==> src/rtl/ssd_capture_pkg.sv <==
// Shared constants for the seven-segment capture path: segment codes, anode selects, FSM states.
package ssd_capture_pkg;

  localparam int SSD_RATE_W = 16;

  // Active-low segment patterns {g,f,e,d,c,b,a} for nibbles 0..F, shared with the encoder side
  localparam logic [6:0] SSD_SEG_CODE [16] = '{
    7'h40, 7'h79, 7'h24, 7'h30, 7'h19, 7'h12, 7'h02, 7'h78,
    7'h00, 7'h10, 7'h08, 7'h03, 7'h46, 7'h21, 7'h06, 7'h0E
  };

  localparam logic [3:0] SSD_AN_D0  = 4'b1110;
  localparam logic [3:0] SSD_AN_D1  = 4'b1101;
  localparam logic [3:0] SSD_AN_D2  = 4'b1011;
  localparam logic [3:0] SSD_AN_D3  = 4'b0111;
  localparam logic [3:0] SSD_AN_OFF = 4'b1111;

  typedef enum logic [1:0] {
    SSD_CAP_IDLE  = 2'd0,
    SSD_CAP_TRACK = 2'd1,
    SSD_CAP_HOLD  = 2'd2
  } ssd_cap_state_t;

  // Returns {exactly_one_low, digit_index}
  function automatic logic [2:0] anode_decode(input logic [3:0] an);
    case (an)
      SSD_AN_D0: anode_decode = 3'b100;
      SSD_AN_D1: anode_decode = 3'b101;
      SSD_AN_D2: anode_decode = 3'b110;
      SSD_AN_D3: anode_decode = 3'b111;
      default:   anode_decode = 3'b000;
    endcase
  endfunction

endpackage

==> src/rtl/ssd_seg_decode.sv <==
// Combinational seven-segment to nibble decoder; valid is low for codes outside the hex table.
module ssd_seg_decode
  import ssd_capture_pkg::*;
(
  input  logic [6:0] seg,
  output logic       valid,
  output logic [3:0] nibble
);

  logic [15:0] hit;

  genvar gi;
  generate
    for (gi = 0; gi < 16; gi++) begin : g_match
      assign hit[gi] = (seg == SSD_SEG_CODE[gi]);
    end
  endgenerate

  // Table entries are distinct, so at most one hit bit is set
  always_comb begin
    valid  = |hit;
    nibble = 4'h0;
    for (int i = 0; i < 16; i++) begin
      if (hit[i]) nibble = 4'(i);
    end
  end

endmodule

==> src/rtl/ssd_capture.sv <==
// Samples a scanned 4-digit SSD bus and rebuilds the displayed hex frame.
// Optional SSD_CAPTURE_DP_EN adds dp_bits (lit decimal points per digit).
module ssd_capture
  import ssd_capture_pkg::*;
#(
  parameter int RATE_W = SSD_RATE_W
) (
  input  logic              clk,
  input  logic              rst,
  input  logic [RATE_W-1:0] stable,
  input  logic              clr,
  input  logic [3:0]        anode,
  input  logic [6:0]        seg,
  input  logic              dp,
  output logic [15:0]       digits,
  output logic              frame_valid,
  output logic [3:0]        bad_mask,
  output logic              err_anode,
  output logic              err_seg
`ifdef SSD_CAPTURE_DP_EN
  ,
  output logic [3:0]        dp_bits
`endif
);

  logic [3:0]        s_anode, p_anode;
  logic [6:0]        s_seg, p_seg;
  logic              s_dp, p_dp;
  ssd_cap_state_t    state;
  logic [RATE_W-1:0] count;
  logic [15:0]       shadow;
  logic [3:0]        bad_shadow, mask;
  logic [3:0]        mask_next, bad_next;
  logic [RATE_W-1:0] thr_m1;
  logic              changed, at_thr, eval, capture, one_low, multi_low, frame_done;
  logic [1:0]        idx;
  logic              dec_valid;
  logic [3:0]        dec_nib;

  ssd_seg_decode u_dec (
    .seg    (s_seg),
    .valid  (dec_valid),
    .nibble (dec_nib)
  );

  assign changed    = {s_anode, s_seg, s_dp} != {p_anode, p_seg, p_dp};
  assign thr_m1     = (stable == '0) ? '0 : stable - RATE_W'(1);
  // >= so that lowering stable below the running count still fires
  assign at_thr     = (count >= thr_m1);
  assign eval       = (state == SSD_CAP_TRACK) && !changed && at_thr;
  assign {one_low, idx} = anode_decode(s_anode);
  assign multi_low  = (s_anode != SSD_AN_OFF) && !one_low;
  assign capture    = eval && one_low;
  assign frame_done = (mask == 4'hF);

  always_comb begin
    mask_next = frame_done ? 4'h0 : mask;
    bad_next  = frame_done ? 4'h0 : bad_shadow;
    if (capture) begin
      mask_next[idx] = 1'b1;
      bad_next[idx]  = !dec_valid;
    end
    if (clr) begin
      mask_next = 4'h0;
      bad_next  = 4'h0;
    end
  end

  always_ff @(posedge clk or posedge rst) begin
    if (rst) begin
      s_anode     <= SSD_AN_OFF;
      p_anode     <= SSD_AN_OFF;
      s_seg       <= 7'h7F;
      p_seg       <= 7'h7F;
      s_dp        <= 1'b1;
      p_dp        <= 1'b1;
      state       <= SSD_CAP_IDLE;
      count       <= '0;
      shadow      <= '0;
      bad_shadow  <= '0;
      mask        <= '0;
      digits      <= '0;
      frame_valid <= 1'b0;
      bad_mask    <= '0;
      err_anode   <= 1'b0;
      err_seg     <= 1'b0;
    end else begin
      s_anode <= anode;
      s_seg   <= seg;
      s_dp    <= dp;
      p_anode <= s_anode;
      p_seg   <= s_seg;
      p_dp    <= s_dp;

      if (changed) begin
        count <= '0;
        state <= SSD_CAP_TRACK;
      end else if (state == SSD_CAP_TRACK) begin
        if (at_thr) begin
          state <= (s_anode == SSD_AN_OFF) ? SSD_CAP_IDLE : SSD_CAP_HOLD;
        end else if (count != '1) begin
          count <= count + RATE_W'(1);
        end
      end

      if (capture) shadow[idx*4 +: 4] <= dec_valid ? dec_nib : 4'h0;
      mask       <= mask_next;
      bad_shadow <= bad_next;

      err_seg   <= !clr && (err_seg   || (capture && !dec_valid));
      err_anode <= !clr && (err_anode || (eval && multi_low));

      frame_valid <= frame_done;
      if (frame_done) begin
        digits   <= shadow;
        bad_mask <= bad_shadow;
      end
    end
  end

`ifdef SSD_CAPTURE_DP_EN
  logic [3:0] dp_shadow;

  always_ff @(posedge clk or posedge rst) begin
    if (rst) begin
      dp_shadow <= '0;
      dp_bits   <= '0;
    end else begin
      if (capture) dp_shadow[idx] <= !s_dp;
      if (frame_done) dp_bits <= dp_shadow;
    end
  end
`endif

endmodule

==> config.mk <==
export PLATFORM = sky130hd
export DESIGN_NAME = ssd_capture
export DESIGN_NICKNAME = d
export VERILOG_FILES = /design/src/rtl/ssd_capture_pkg.sv /design/src/rtl/ssd_seg_decode.sv /design/src/rtl/ssd_capture.sv
export SDC_FILE = /design/constraint.sdc
export NUM_CORES = 1
export LEC_CHECK = 0
export ABC_AREA = 0
export BUFFER_PORTS_ARGS = -buffer_cell sky130_fd_sc_hd__buf_4
export CORE_UTILIZATION = 59
export DETAILED_ROUTE_END_ITERATION = 12
export GPL_TIMING_DRIVEN = 0
export MAX_ROUTING_LAYER = met4
export PLACE_DENSITY = 0.83
export SLEW_MARGIN = 20
export SYNTH_ARGS = -nofsm -noshare
export SYNTH_HDL_FRONTEND = slang
export SYNTH_HIERARCHICAL = 1
export SYNTH_SLANG_ARGS = --single-unit
==> constraint.sdc <==
create_clock -name clk -period 4.94 [get_ports clk]
set_clock_uncertainty 0.1 [all_clocks]
set_input_delay 0.247 -clock clk [delete_from_list [all_inputs] [get_ports clk]]
set_output_delay 0.247 -clock clk [all_outputs]
set_load 0.1 [all_outputs]
==> flow_metrics.py <==
metrics = {
    "run_status": {
        "run_status": "completed",
    },
    "power_and_ir_drop": {
        "powerDensity_nw_per_um2": 233.8,
        "power_report.internal_total_mw": 1.001,
        "power.switching_uw": 373.0,
        "clock_power_share": 0.354,
        "max-vdd-ir-drop_uv": 191.6,
        "power_frac_comb": 0.096,
        "p_sw_frac": 0.2714,
        "leakagePower_nw": 2.758,
        "pwr-share-seq": 0.550,
    },
    "timing": {
        "share_of_the_cycle_needed_by_the_critical_path_after_routing": 0.8686,
        "rsz0062_at_grt": "no",
        "setup_viol_count_final": 0,
        "max_clock_freq_mhz": 233.1,
        "worstMarginPinSlew_ns": 0.6894,
        "slew_headroom": 0.5404,
        "setup_tns_final_ns": 0,
        "final.min_clock_period_ns": 4.291,
        "final-max-slew-violation-count": 0,
        "finalHoldViolations": 0,
    },
    "synth": {
        "synth_top_area_frac": 0.3256,
        "yosys_warnings": 6,
        "synthSimpleGateAreaFrac": 0.2712,
        "synth.ff_latch_count": 89,
        "synth_enable_flop_cells": 0,
        "synth.cell_area_um2": 4996,
        "synth_ff_type": "dfrtp_1",
        "yosysMostFrequentCell": "nand2_1",
        "synthesized_area_fraction_occupied_by_ao_oa_aoi_and_oai_cells": 0.07989,
        "post_synth.cell_area_avg_um2": 9.664,
        "synthesized_netlist_net_count": 574,
        "synth_async_sr_flop_share": 1.000,
        "synth.top_cells.by_area": "dfrtp_1, dfstp_2, nand2_1",
        "synth-adder-area-share": 0.06511,
        "multiplexer_area_fraction_after_synthesis": 0.04808,
        "cell_type_with_the_highest_aggregate_area_in_the_netlist": "dfrtp_1",
        "synth.yosys.seq_area_share": 0.4518,
        "netlist_instances": 517,
        "post_synth_num_cell_types": 60,
        "netlist_top_cells_count": "nand2_1, dfrtp_1, nor2_1",
        "post_synth_xor_area_fraction": 0.05084,
        "synth_top_family_by_area": "simple AND/OR/NAND/NOR gates",
    },
    "clock_tree": {
        "cts_root_buffer": "clkbuf_8",
        "clock_path_buffers": 2,
        "cts_tree": "done",
        "cts-buffers-inserted": 9,
        "worstSkewPairLatency_ns": 0.37,
        "cts_sink_cnt": 89,
        "cts_setup_buffers": 0,
        "clk_pin_slew_ns": 0.09,
        "cts_htree_levels": 3,
        "post_cts_resized": 0,
    },
    "grt": {
        "grt_pass1_vias": 3903,
        "number_of_antenna_violations_at_the_first_check_in_global_routing": 0,
        "largest_net_degree_at_the_start_of_global_routing": 47,
        "grt_usage": 0.2687,
        "wire_length_of_the_first_global_routing_pass_mm": 17.82,
        "gr-total-overflow": 0,
    },
    "die": {
        "num_rows": 33,
        "initial_utilization": 0.6080,
        "die_area_um2": 8840,
        "die_w_um": 94.02,
        "floorplan.core_area_um2": 8217,
        "pin_count": 54,
        "die_height_um": 94.02,
    },
    "hold_path": {
        "hold_class": "input port to register",
    },
    "final_layout": {
        "area_delta_synth_final_pct": 17.68,
        "multi_input_area_um2": 2574,
        "fillers": 632,
        "design_area_um2": 5879,
        "drive_gt1_frac": 0.2250,
        "ff_latch_area_um2": 2257,
        "diodes": 0,
        "num-nets-final": 652,
    },
    "routing": {
        "drc_violation_count_after_routing": 0,
        "first_pass_iters": 5,
        "routedWlPerCell_um": 14.91,
        "vias_per_cell": 5.807,
        "detail_route.wirelength_mm": 10.51,
        "dr_iter_0_viols": 253,
        "postRouteAntennaNets": 0,
        "routed-via-count": 4094,
    },
    "worst_setup_path": {
        "criticalPathCategory": "input port to register",
        "critical_path_required_ns": 5.07,
        "end_kind": "register",
        "critPathArrivalTime_ns": 4.42,
        "worstPathMaxFanout": 10,
        "setup.worst_path.start_class": "input port",
    },
    "place": {
        "io_port_bufs": 53,
        "dpl-instance-area_um2": 5555,
        "place_congestion": 0.9265,
        "place.detailed.hpwl_mm": 7.655,
    },
    "flow_run": {
        "maxCapViolations": 0,
    },
}
## final timing paths
path                                 start    endpoint  slack [ns]  cells after the start
worst max-delay path             stable[9]    count[8]        0.65                     15
worst min-delay path                   clr   err_anode        0.08                      3
worst max register to register   count[13]    count[8]        1.95                      8
worst min register to register  s_anode[0]  p_anode[0]        0.27                      0
max in group asynchronous              rst    p_seg[4]        3.68                      4
min in group asynchronous              rst  digits[10]        0.38                      3
## area by class of cell
cell class	count	area share
inverter	15	0.01000
clock buffer	9	0.02107
sequential	89	0.3839
multi-input combinational	392	0.4378
tap	105	0.02235
clock inverter	7	0.01192
buffer	21	0.01851
timing repair buffer	67	0.09449
## placed cells by master, fill, tap and decap left out, types with 4 or more instances in the layout
master         Yosys  routed
a21oi_1           21      21
clkbuf_1          10      10
mux2i_1            6       6
mux2_2            14      14
xnor2_1            5       5
nor4_1            12      12
nor2b_1            7       7
inv_1             15      14
nor2_1            28      28
ha_1              26      26
xor2_1            24      24
nand2_1          114     114
or4_1              9       9
and4_1             4       4
o31ai_1            8       8
buf_4              2      55
dlygate4sd3_1      0      13
dfstp_2           24      24
nand4_1           13      13
nand3b_1           7       7
nor4_4             4       4
dfrtp_1           65      65
nor3_1            11      11
buf_2              6       6
o21ai_0            9       9
or3_1              6       6
nand3_1           17      17
and2_1             5       5
clkbuf_8           0       9
## registers in the layout (all words and copies together), names as in the netlist, 2 cells and up
| register | count |
|---|---|
| digits | 16 |
| bad_mask | 4 |
| count | 16 |
| mask | 4 |
| s_anode | 4 |
| s_seg | 7 |
| shadow | 16 |
| p_seg | 7 |
| bad_shadow | 4 |
| state | 2 |
| p_anode | 4 |
## per-layer routing
metal / track usage / vias to the layer above / share of wire
met5: - / - / 0
met4: 0.08846 / 0 / 0.013
met3: 0.04369 / 13 / 0.047
met2: 0.4404 / 139 / 0.50
met1: 0.3415 / 1967 / 0.44
li1: - / 1975 / -
## worst max-delay path, stage by stage
cell and delay [ns]:
buf_4 0.12, or4_1 0.59, nor4_1 0.32, nor2b_1 0.24, nand4b_1 0.26, clkbuf_1 0.29, nand2_1 0.11, ha_1 0.26
a211o_1 0.30, a2111o_1 0.38, a221oi_2 0.31, nand3_1 0.29, clkbuf_1 0.31, o31ai_1 0.28, a21oi_1 0.10
## logic make-up after synthesis
group           Yosys count
simple gates            255
flops                    89
buf+inv                  36
compound gates           60
mux                      22
xor+xnor                 29
fa+ha+maj                26
## power by group through the flow
stage                     Sequential (mW)  Clock (mW)  Combinational, mW
after global placement              0.768           0              0.115
after detailed placement            0.769           0              0.124
after floorplan                     0.766           0             0.0796
after CTS                           0.756       0.496              0.132
after global routing                0.758       0.522              0.148
final                               0.756       0.487              0.132
## what timing repair did
item / CTS / global route
endpoints found under the setup margin: 0 / 0
hold buffers: 13 / 0
hold endpoints to repair: 55 / 0
## through the flow
step | power [mW] | instances | hold slack, ns | util | worst slack [ns]
after CTS | 1.384 | 705 | 0.05401 | 0.7155 | 0.6528
after global routing | 1.428 | 705 | 0.07777 | 0.7155 | 0.4395
after floorplan | 0.8460 | 517 | 0.1515 | - | 1.064
after detailed placement | 0.8935 | 676 | 0.2482 | 0.6761 | 0.2836
after global placement | 0.8838 | 675 | 0.2549 | 0.6725 | 0.4327
final | 1.374 | 705 | 0.07766 | 0.7155 | 0.6493
No activity file was read; power rests on OpenSTA's default activity.
